**src/rtl/clk_gen_pkg.sv**
```systemverilog
// clk_gen_pkg: shared definitions for the clk16f power-of-two clock divider.
// Holds the run/stop FSM state encoding and the counter-width helper.
// Imported by clk_gen_param and by anything that needs to decode its state.
package clk_gen_pkg;

    // Run/stop controller states (2-bit encoding).
    typedef enum logic [1:0] {
        STOPPED   = 2'd0,
        RUN       = 2'd1,
        STOP_PEND = 2'd2
    } state_t;

    // Counter width needed to reach the slowest output: the top counter bit
    // drives the clk16f / 2^(base+n_out-1) output.
    function automatic int calc_cw(input int base, input int n_out);
        return base + n_out - 1;
    endfunction

endpackage

```
**src/rtl/clk_gen_param.sv**
```systemverilog
// clk_gen_param: derives N_OUT power-of-two divided clocks from clk16f, plus
// per-output pre-rise strobes, a run/stop gate that only stops on a full
// slow-clock period boundary, a synchronous phase realign and a ready flag.
// Ports: clk16f (source clock, posedge), reset_L (async active-low reset),
//        en (run request), sync_clr (clear counter/ready),
//        clk_div[i] = clk16f / 2^(BASE+i) at 50% duty,
//        rise_stb[i] = high the one clk16f cycle before clk_div[i] rises,
//        ready = a full period of the slowest output completed since start/clear.
module clk_gen_param
    import clk_gen_pkg::*;
#(
    parameter int BASE  = 2,   // log2 of the divide ratio of clk_div[0], >= 1
    parameter int N_OUT = 3    // number of divided outputs
) (
    input  logic             clk16f,
    input  logic             reset_L,
    input  logic             en,
    input  logic             sync_clr,
    output logic [N_OUT-1:0] clk_div,
    output logic [N_OUT-1:0] rise_stb,
    output logic             ready
);

    // Derived internally so it can never disagree with BASE/N_OUT.
    localparam int CW = calc_cw(BASE, N_OUT);

    state_t        state;
    state_t        state_nxt;
    logic [CW-1:0] cnt;
    logic [CW-1:0] cnt_nxt;
    logic          ready_nxt;
    logic          wrap;

    // Last count of a slowest-clock period; the following edge is the boundary.
    assign wrap = (cnt == {CW{1'b1}});

    always_ff @(posedge clk16f or negedge reset_L) begin
        if (!reset_L) begin
            state <= STOPPED;
            cnt   <= '0;
            ready <= 1'b0;
        end else begin
            state <= state_nxt;
            cnt   <= cnt_nxt;
            ready <= ready_nxt;
        end
    end

    always_comb begin
        state_nxt = state;
        cnt_nxt   = cnt;
        ready_nxt = ready;

        if (sync_clr) begin
            // Realign: the counter restarts from zero.  A pending stop treats
            // the clear as its period boundary; a running block keeps running.
            cnt_nxt   = '0;
            ready_nxt = 1'b0;
            case (state)
                STOPPED:   if (en) state_nxt = RUN;
                STOP_PEND: state_nxt = en ? RUN : STOPPED;
                default:   state_nxt = state;
            endcase
        end else begin
            case (state)
                STOPPED: begin
                    // Counter held at zero; the start edge itself does not count.
                    cnt_nxt   = '0;
                    ready_nxt = 1'b0;
                    if (en) state_nxt = RUN;
                end
                RUN: begin
                    cnt_nxt = cnt + CW'(1);
                    if (wrap) ready_nxt = 1'b1;
                    if (!en)  state_nxt = STOP_PEND;
                end
                STOP_PEND: begin
                    // Keep counting so the stop lands on a full slow period.
                    // A renewed run request, even on the wrap edge, cancels it
                    // without disturbing phase.
                    cnt_nxt = cnt + CW'(1);
                    if (en) begin
                        state_nxt = RUN;
                    end else if (wrap) begin
                        state_nxt = STOPPED;
                        ready_nxt = 1'b0;
                    end
                end
                default: begin
                    state_nxt = STOPPED;
                    cnt_nxt   = '0;
                    ready_nxt = 1'b0;
                end
            endcase
        end
    end

    // Each divided clock is a counter flop bit, so it is glitch-free.  The
    // strobe decodes the count just before that bit goes 0 -> 1: low bits
    // all ones with the output bit itself still clear.
    for (genvar i = 0; i < N_OUT; i++) begin : g_out
        localparam logic [CW-1:0] MASK = CW'((64'd1 << (BASE + i)) - 64'd1);
        localparam logic [CW-1:0] PRE  = CW'((64'd1 << (BASE + i - 1)) - 64'd1);

        assign clk_div[i]  = cnt[BASE+i-1];
        assign rise_stb[i] = (state != STOPPED) && ((cnt & MASK) == PRE);
    end

endmodule
```
**config.mk**
```make
export PLATFORM = sky130hd
export DESIGN_NAME = clk_gen_param
export DESIGN_NICKNAME = d
export VERILOG_FILES = /design/src/rtl/clk_gen_pkg.sv /design/src/rtl/clk_gen_param.sv
export SDC_FILE = /design/constraint.sdc
export NUM_CORES = 1
export LEC_CHECK = 0
export ABC_AREA = 0
export BUFFER_PORTS_ARGS = -buffer_cell sky130_fd_sc_hd__buf_2
export CAP_MARGIN = 20
export CORE_MARGIN = 2
export CORE_UTILIZATION = 30
export DETAILED_ROUTE_END_ITERATION = 12
export HOLD_SLACK_MARGIN = 0.02
export PLACE_DENSITY_LB_ADDON = 0.05
export RECOVER_POWER = 25
export SYNTH_ARGS = -nofsm -noshare
export SYNTH_HDL_FRONTEND = slang
export SYNTH_SLANG_ARGS = --single-unit
```
**constraint.sdc**
```tcl
create_clock -name clk16f -period 3.65 [get_ports clk16f]
set_clock_uncertainty 0.15 [all_clocks]
set_input_delay 0.5475 -clock clk16f [delete_from_list [all_inputs] [get_ports clk16f]]
set_output_delay 0.5475 -clock clk16f [all_outputs]
set_load 0.02 [all_outputs]
```
==> results of run 1 <==
[through the flow]
stage	util	power, uW	std cells
global placement	0.356	281	75
floorplan	-	234	53
finish	0.379	343	80
CTS	0.380	349	80
detailed placement	0.356	274	75
global route	0.379	379	80
[how the worst min path moves through the flow]
stage	slack, ps	cells past startpoint	end	start
after floorplan	100	0	cnt[0]	reset_L
after global placement	240	1	ready	reset_L
after detailed placement	240	1	ready	reset_L
after CTS	340	1	cnt[0]	cnt[0]
after global routing	390	1	cnt[0]	cnt[0]
final	340	1	cnt[0]	cnt[0]
[routing by layer]
| metal | global-route usage | vias up | part of all wire |
|---|---|---|---|
| met2 | 0.169 | 13 | 0.48 |
| met4 | 0.0706 | 0 | 0.014 |
| met5 | 0 | - | 0 |
| met1 | 0.160 | 183 | 0.47 |
| met3 | 0.0600 | 2 | 0.044 |
| li1 | - | 204 | - |
[cells in the final DEF, fill, tap and decap left out, types with 2 or more instances in the layout]
cell type  synthesis  layout
nor2_1             4       4
ha_1               6       6
clkbuf_4           0       3
nor2b_1            2       2
dfrtp_1            7       7
clkbuf_1           0       2
nand2_1            4       4
nor3b_1            2       2
a21oi_1            3       3
buf_2              0       9
inv_1              5       5
a211oi_1           2       2
[worst register-to-register path: stages (launching register included)]
cell and delay (ps):
dfrtp_1 430, inv_1 100, ha_1 270, nor3b_1 170, and3_1 170, or3_1 370
[flip-flops by register name, summed over array words and instances (netlist names)]
signal / count
ready: 1
state: 2
cnt: 4
[layout make-up]
cell class	instances	area [sq um]
fillers	161	957
multi-input cells	37	285
well taps	16	20.0
flip-flops and latches	7	175
clock buffers	4	26.3
inverters	5	18.8
repair buffers	11	58.8
[repair_timing]
action | in CTS | in global routing
endpoints found under the hold margin | 7 | 0
hold buffers | 1 | 0
endpoints found under the setup margin | 0 | 0
[power groups by stage]
stage | Combinational [uW] | Sequential [uW] | Clock, uW
CTS | 154 | 120 | 74.7
detailed placement | 152 | 122 | 0
global route | 170 | 124 | 84.7
floorplan | 119 | 116 | 0
global placement | 158 | 123 | 0
finish | 150 | 120 | 72.3
[logic make-up (layout without fill, tap and decap cells)]
family | Yosys count | count (layout)
flip-flops | 7 | 7
AND/OR/NAND/NOR | 22 | 22
AO/OA/AOI/OAI | 7 | 7
adder cells (fa/ha/maj) | 6 | 6
XOR/XNOR | 1 | 1
multiplexers | 1 | 1
buffers and inverters | 9 | 20
==> metrics.cfg, run 1 <==
[placed_design]
gp_congestion=0.697
placed_area_sq_um=549
io_buffers=10
hpwl_um=769
preCtsSetupSlack_ps=1810

[power_and_ir_drop]
intPower_uw=204
p_seq_frac=0.351
clock_power_share=0.211
p_switching_uw=138
pwr-share-comb=0.439
p_leak_uw=0.000302
power_density_mw_per_mm2=587
ir_drop_mv=0.251
swShare=0.404

[clocking]
cts-buffers-inserted=3
clk_pin_slew_ps=60
htree_num_levels=1
post_cts_buffers=0
clk_path_buf_depth=2
cts_tree=yes
clock_sinks=7
clock_latency_ps=250
cts_root_buf=clkbuf_4
post_cts_resized=0

[setup_path]
crit_buf_inv=2
slowest_delay_ps=430
worstPathRequired_ps=2950
critPathArrivalTime_ps=1410
crit_type=reg -> out
worstSetupEndpoint=rise_stb[2]
path_max_fanout=6
startpoint=state[0]
cp_num_cells=4
end_kind=output port
reg2reg_from=state[0]
crit_chain=inv_1 -> ha_1 -> nor3_1 -> buf_2
start_kind=flip-flop
cp_top_family=flip-flops
reg2reg_to=state[0]
cp_slowest_cell=dfrtp_1
rrSetupSlack_ps=1860
reg2reg_depth=5

[finish]
finalInstanceArea_sq_um=584
syn_to_final_growth_pct=14.7
n_antenna_cell=0
drive_gt1_frac=0.250
final_net_count=75

[timing]
fmax_mhz=475
setup_violations=0
rsz0062_at_grt=no
tns_ps=0
post-route-period-util=0.577
slew_headroom=0.756
worst_pin_slew_ps=366
timing.hold.ws_ps=335
finalMaxSlewViolations=0
fin_ws_ps=1550
timing.final.crit_period_ps=2100
finalHoldViolations=0

[job]
cap_violations=0

[min_path]
hp-class=reg -> reg

[outcome]
status=finished clean

[global_route]
antenna_found_initial=0
grt_pass1_vias=369
grt_overflow=0
grt_max_degree=10
grt.total_usage=0.125
grt_pass1_wl_um=1720

[detailed_routing]
drt-initial-drc-count=9
antenna_left=0
vias=402
vias_per_cell=5.03
wl_per_cell_um=12.2
route.detailed.drc=0
firstDrtPassIters=4
wirelength_um=974

[synth]
synth.top_cell.area_share=0.344
synth_mux_area_frac=0.0197
synth_ff_type=dfrtp_1
synth_cell_types=24
syn-instance-count=53
synth.most_common_cell=dfrtp_1
syn_nets=63
synth_compound_area_frac=0.0958
syn_area_sq_um=509
yosysTopAreaCell=dfrtp_1
ys_seq_elements=7
synth_fa_ha_area_frac=0.147
synth-edff-count=0
synth_area_leaders=dfrtp_1 34%, ha_1 15%, buf_4 5.9%, inv_1 3.7%, a21oi_1 2.9%
yosysSeqAreaShare=0.344
synth_commonest_cells=7 x dfrtp_1, 6 x ha_1, 5 x inv_1
synth.avg_cell_area_sq_um=9.61
synth_top_family_by_area=simple AND/OR/NAND/NOR gates
yosysWarnings=0
synth_xor_area_frac=0.0172
synth-simple-area-share=0.280
synthArstFlopShare=1.00

[floorplan]
initial_utilization=0.330
num_io_pins=11
num_rows=14
dieHeight_um=45.2
dieWidth_um=45.2
core_area_sq_mm=0.00154
die-area_sq_mm=0.00204

Power figures use the tool's default switching activity.
==> inputs of run 2 (changes only) <==
==> constraint.sdc (replaced) <==
create_clock -name clk16f -period 2.2 [get_ports clk16f]
set_clock_uncertainty 0.15 [all_clocks]
set_input_delay 0.33 -clock clk16f [delete_from_list [all_inputs] [get_ports clk16f]]
set_output_delay 0.33 -clock clk16f [all_outputs]
set_load 0.02 [all_outputs]
==> metrics.cfg, run 2 (same netlist as run 1, synthesis figures left out) <==
[outcome]
status=finished clean

[finish]
largest-register=cnt
mostFrequentLayoutCells=9 x buf_2, 7 x dfrtp_1, 6 x ha_1
n_antenna_cell=0  ; unchanged
reg_top3=cnt x4, state x2, ready x1
layout_commonest_cell=buf_2
largest_reg_flops=4  ; unchanged
nFillCells=174  ; +8.1%
stdcell_count=80  ; unchanged
finalInstanceArea_sq_um=584  ; unchanged
syn_to_final_growth_pct=14.7  ; unchanged
drive_gt1_frac=0.250  ; unchanged
final_net_count=75  ; unchanged

[floorplan]
num_io_pins=11  ; unchanged
dieHeight_um=45.2  ; unchanged
initial_utilization=0.330  ; unchanged
num_rows=14  ; unchanged
dieWidth_um=45.2  ; unchanged
die-area_sq_mm=0.00204  ; unchanged
core_area_sq_mm=0.00154  ; unchanged

[detailed_routing]
firstDrtPassIters=3  ; -1
vias_per_cell=5.09  ; +1.2%
antenna_left=0  ; unchanged
vias=407  ; +1.2%
wirelength_um=992  ; +1.8%
wl_per_cell_um=12.4  ; +1.8%
route.detailed.drc=0  ; unchanged
drt-initial-drc-count=4  ; -5

[clocking]
cts_root_buf=clkbuf_4
cts-buffers-inserted=3  ; unchanged
cts_tree=yes
clock_sinks=7  ; unchanged
htree_num_levels=1  ; unchanged
clock_latency_ps=260  ; about the same
clk_path_buf_depth=2  ; unchanged
clk_pin_slew_ps=60  ; about the same
post_cts_resized=0  ; unchanged

[timing]
finalHoldViolations=0  ; unchanged
slew_headroom=0.744  ; -0.0120
setup_violations=0  ; unchanged
post-route-period-util=0.864
tns_ps=0  ; unchanged
timing.final.crit_period_ps=1900
worst_pin_slew_ps=383  ; +17.9 ps
finalMaxSlewViolations=0  ; unchanged
rsz0062_at_grt=no
fmax_mhz=526

[power_and_ir_drop]
ir_drop_mv=0.381  ; +52%
p_total_uw=573  ; +67%
p_leak_uw=0.000302  ; unchanged
power_density_mw_per_mm2=980  ; +67%

[global_route]
grt_pass1_vias=411  ; +11%
grt_max_degree=10  ; unchanged
grt_pass1_wl_um=1830  ; +6.4%
grt_overflow=0  ; unchanged
grt.total_usage=0.130  ; +0.00578
antenna_found_initial=0  ; unchanged

[setup_path]
rrSetupSlack_ps=450  ; -1410 ps
start_kind=flip-flop
critPathArrivalTime_ps=1420  ; about the same
reg2reg_to=state[0]
end_kind=output port
worstPathRequired_ps=1720  ; -1230 ps
path_max_fanout=6  ; unchanged
startpoint=state[0]
reg2reg_depth=5  ; unchanged
crit_type=reg -> out
reg2reg_from=state[0]

[placed_design]
io_buffers=10  ; unchanged
post-place-cells=75  ; unchanged
gp_congestion=0.774  ; +11%
placed_area_sq_um=549  ; unchanged
hpwl_um=767  ; -0.25%

[job]
cap_violations=0  ; unchanged

[min_path]
hp-class=in -> async

## run 2: where the power goes
group / leakage, uW / internal [uW] / switching, uW
Combinational: 0.000194 / 108 / 143
Clock: 0.0000150 / 69.6 / 53.5
Sequential: 0.0000934 / 161 / 37.3
## run 2: through the flow
step | setup slack [ps] | utilization | hold slack (ps)
after floorplan | 516 | - | -116
after global placement | 465 | 0.356 | 28.0
after detailed placement | 475 | 0.356 | 22.5
after CTS | 303 | 0.380 | 284
after global routing | 222 | 0.379 | 361
final | 300 | 0.379 | 341
## run 2: cell type report
class                   count  area (sq um)  share of cell area
inverters                   5          18.8              0.0321
flip-flops and latches      7           175               0.300
clock buffers               4          26.3              0.0450
multi-input cells          37           285               0.488
repair buffers             11          58.8               0.101
well taps                  16          20.0              0.0343
## run 2: repair_timing
action                     in CTS  in global routing
setup endpoints to repair       0                  0
hold buffers                    1                  0
hold endpoints to repair        7                  0
buffers inserted                0                  0
## run 2: how the worst max path moves through the flow
stage | to | slack [ps]
after global routing | rise_stb[2] | 220
final | rise_stb[2] | 300
after CTS | rise_stb[2] | 300
after global placement | state[0] | 460
after detailed placement | state[0] | 470
after floorplan | rise_stb[2] | 520
## run 2: metal layers
layer | GRT usage | routed length (um) | vias up
met5 | 0 | 0 | -
met4 | 0.0941 | 29 | 0
met3 | 0.0400 | 55 | 4
met2 | 0.194 | 477 | 13
met1 | 0.158 | 430 | 183
li1 | - | - | 207
## run 2: critical path: stages (launching register included)
cell	delay, ps
dfrtp_1	410
inv_1	100
ha_1	280
nor3_1	180
buf_2	190
==> inputs of run 3 (changes only) <==
--- a/config.mk
+++ b/config.mk
@@ -8,9 +8,9 @@
 export ABC_AREA = 0
 export BUFFER_PORTS_ARGS = -buffer_cell sky130_fd_sc_hd__buf_2
 export CAP_MARGIN = 20
-export CORE_MARGIN = 2
-export CORE_UTILIZATION = 30
+export CORE_AREA = 2 2 39 41
 export DETAILED_ROUTE_END_ITERATION = 12
+export DIE_AREA = 0 0 41 43
 export HOLD_SLACK_MARGIN = 0.02
 export PLACE_DENSITY_LB_ADDON = 0.05
 export RECOVER_POWER = 25
==> constraint.sdc (replaced) <==
create_clock -name clk16f -period 2.2 [get_ports clk16f]
set_clock_uncertainty 0.15 [all_clocks]
set_input_delay 0.33 -clock clk16f [delete_from_list [all_inputs] [get_ports clk16f]]
set_output_delay 0.33 -clock clk16f [all_outputs]
set_load 0.05 [all_outputs]
==> metrics.cfg, run 3 (same netlist as run 1, synthesis figures left out) <==
[min_path]
hp-class=in -> reg

[finish]
reg_top3=cnt x4, state x2, ready x1
drive_gt1_frac=0.266  ; +0.0156
n_antenna_cell=0  ; unchanged
nFillCells=142  ; -18%
syn_to_final_growth_pct=15.7
largest_reg_flops=4  ; unchanged
mostFrequentLayoutCells=9 x buf_2, 7 x dfrtp_1, 6 x ha_1
largest-register=cnt
layout_commonest_cell=buf_2
final_net_count=75  ; unchanged
fin_util=0.426  ; +0.0468

[timing]
fmax_mhz=511  ; -2.9%
finalMaxSlewViolations=0  ; unchanged
worst_pin_slew_ps=393  ; +9.72 ps
rsz0062_at_grt=no
post-route-period-util=0.889  ; +0.0258
setup_violations=0  ; unchanged
timing.final.crit_period_ps=1960  ; +56.8 ps
tns_ps=0  ; unchanged
finalHoldViolations=0  ; unchanged
slew_headroom=0.738  ; -0.00648

[setup_path]
worstPathRequired_ps=1720  ; about the same
path_max_fanout=6  ; unchanged
critPathArrivalTime_ps=1480  ; +60 ps
start_kind=flip-flop
crit_type=reg -> out
end_kind=output port

[detailed_routing]
drt-initial-drc-count=1  ; -3
antenna_left=0  ; unchanged
wirelength_um=966  ; -2.6%
route.detailed.drc=0  ; unchanged
vias=400  ; -1.7%
wl_per_cell_um=12.1  ; -2.6%
firstDrtPassIters=3  ; unchanged
vias_per_cell=5.00  ; -1.7%

[job]
cap_violations=0  ; unchanged

[global_route]
grt.total_usage=0.151  ; +0.0205
grt_pass1_wl_um=1700  ; -6.8%
grt_overflow=0  ; unchanged
grt_pass1_vias=391  ; -4.9%
grt_max_degree=10  ; unchanged
antenna_found_initial=0  ; unchanged

[floorplan]
core_area_sq_mm=0.00138  ; -10%
num_rows=14  ; unchanged
die-area_sq_mm=0.00176  ; -14%
initial_utilization=0.368  ; +0.0376
num_io_pins=11  ; unchanged
dieHeight_um=43  ; -4.9%
dieWidth_um=41  ; -9.3%

[clocking]
cts_root_buf=clkbuf_4
clk_path_buf_depth=2  ; unchanged
clock_latency_ps=250  ; about the same
cts-buffers-inserted=3  ; unchanged
cts_tree=yes
post_cts_resized=0  ; unchanged
clk_pin_slew_ps=50  ; about the same
clock_sinks=7  ; unchanged
htree_num_levels=1  ; unchanged

[power_and_ir_drop]
p_leak_uw=0.000305  ; +1.0%
power_density_mw_per_mm2=1020  ; +4.3%
ir_drop_mv=0.509  ; +33%

[placed_design]
hpwl_um=760  ; -0.90%
gp_congestion=0.727  ; -6.1%
io_buffers=10  ; unchanged

[outcome]
status=finished clean

[run 3: cell counts in the layout (fill, tap and decap cells not counted)]
No cell type changed its count.
[run 3: what timing repair did]
item                      4_1_cts  5_1_grt
buffers inserted                0        0
hold endpoints to repair        7        0
hold buffers                    1        0
[run 3: critical path, cell delays in order (launching register included)]
cell and delay, ps:
dfrtp_1 400, inv_1 100, ha_1 290, nor3_2 160, buf_2 270
[run 3: cell type report]
type / count / area (sq um) / area share
clock buffers: 4 / 26.3 / 0.0446
repair buffers: 11 / 58.8 / 0.0998
inverters: 5 / 18.8 / 0.0318
multi-input cells: 37 / 290 / 0.493
well taps: 16 / 20.0 / 0.0340
flip-flops and latches: 7 / 175 / 0.297
[run 3: power breakdown]
group	leakage (uW)	internal (uW)	total, uW	switching [uW]
Combinational	0.000197	107	287	180
Clock	0.0000150	69.3	118	48.7
Sequential	0.0000934	161	198	36.4
[run 3: path summary, 6_finish.rpt]
check,start,endpoint,slack [ps],depth (start not counted)
max,state[0],rise_stb[2],240,4
min,sync_clr,ready,330,3
max reg2reg,state[0],state[0],470,5
min reg2reg,cnt[0],cnt[0],350,1
max in group asynchronous,reset_L,cnt[0],1270,2
min in group asynchronous,reset_L,cnt[3],350,2
[run 3: per-stage QoR]
| step | setup WS [ps] | cell area [sq um] | power [uW] | instances | hold WS, ps |
|---|---|---|---|---|---|
| detailed placement | 477 | 554 | 488 | 75 | 23.9 |
| CTS | 218 | 591 | 612 | 80 | 280 |
| finish | 243 | 589 | 602 | 80 | 331 |
| global placement | 483 | 554 | 495 | 75 | 29.7 |
| floorplan | 300 | 514 | 428 | 53 | -116 |
| global route | 108 | 589 | 659 | 80 | 356 |
[run 3: metal layers]
metal	share of wire	vias up	global-route usage
met1	0.51	181	0.212
met4	0.034	0	0.120
met3	0.050	5	0.0471
met5	0	-	0
li1	-	203	-
met2	0.40	11	0.181
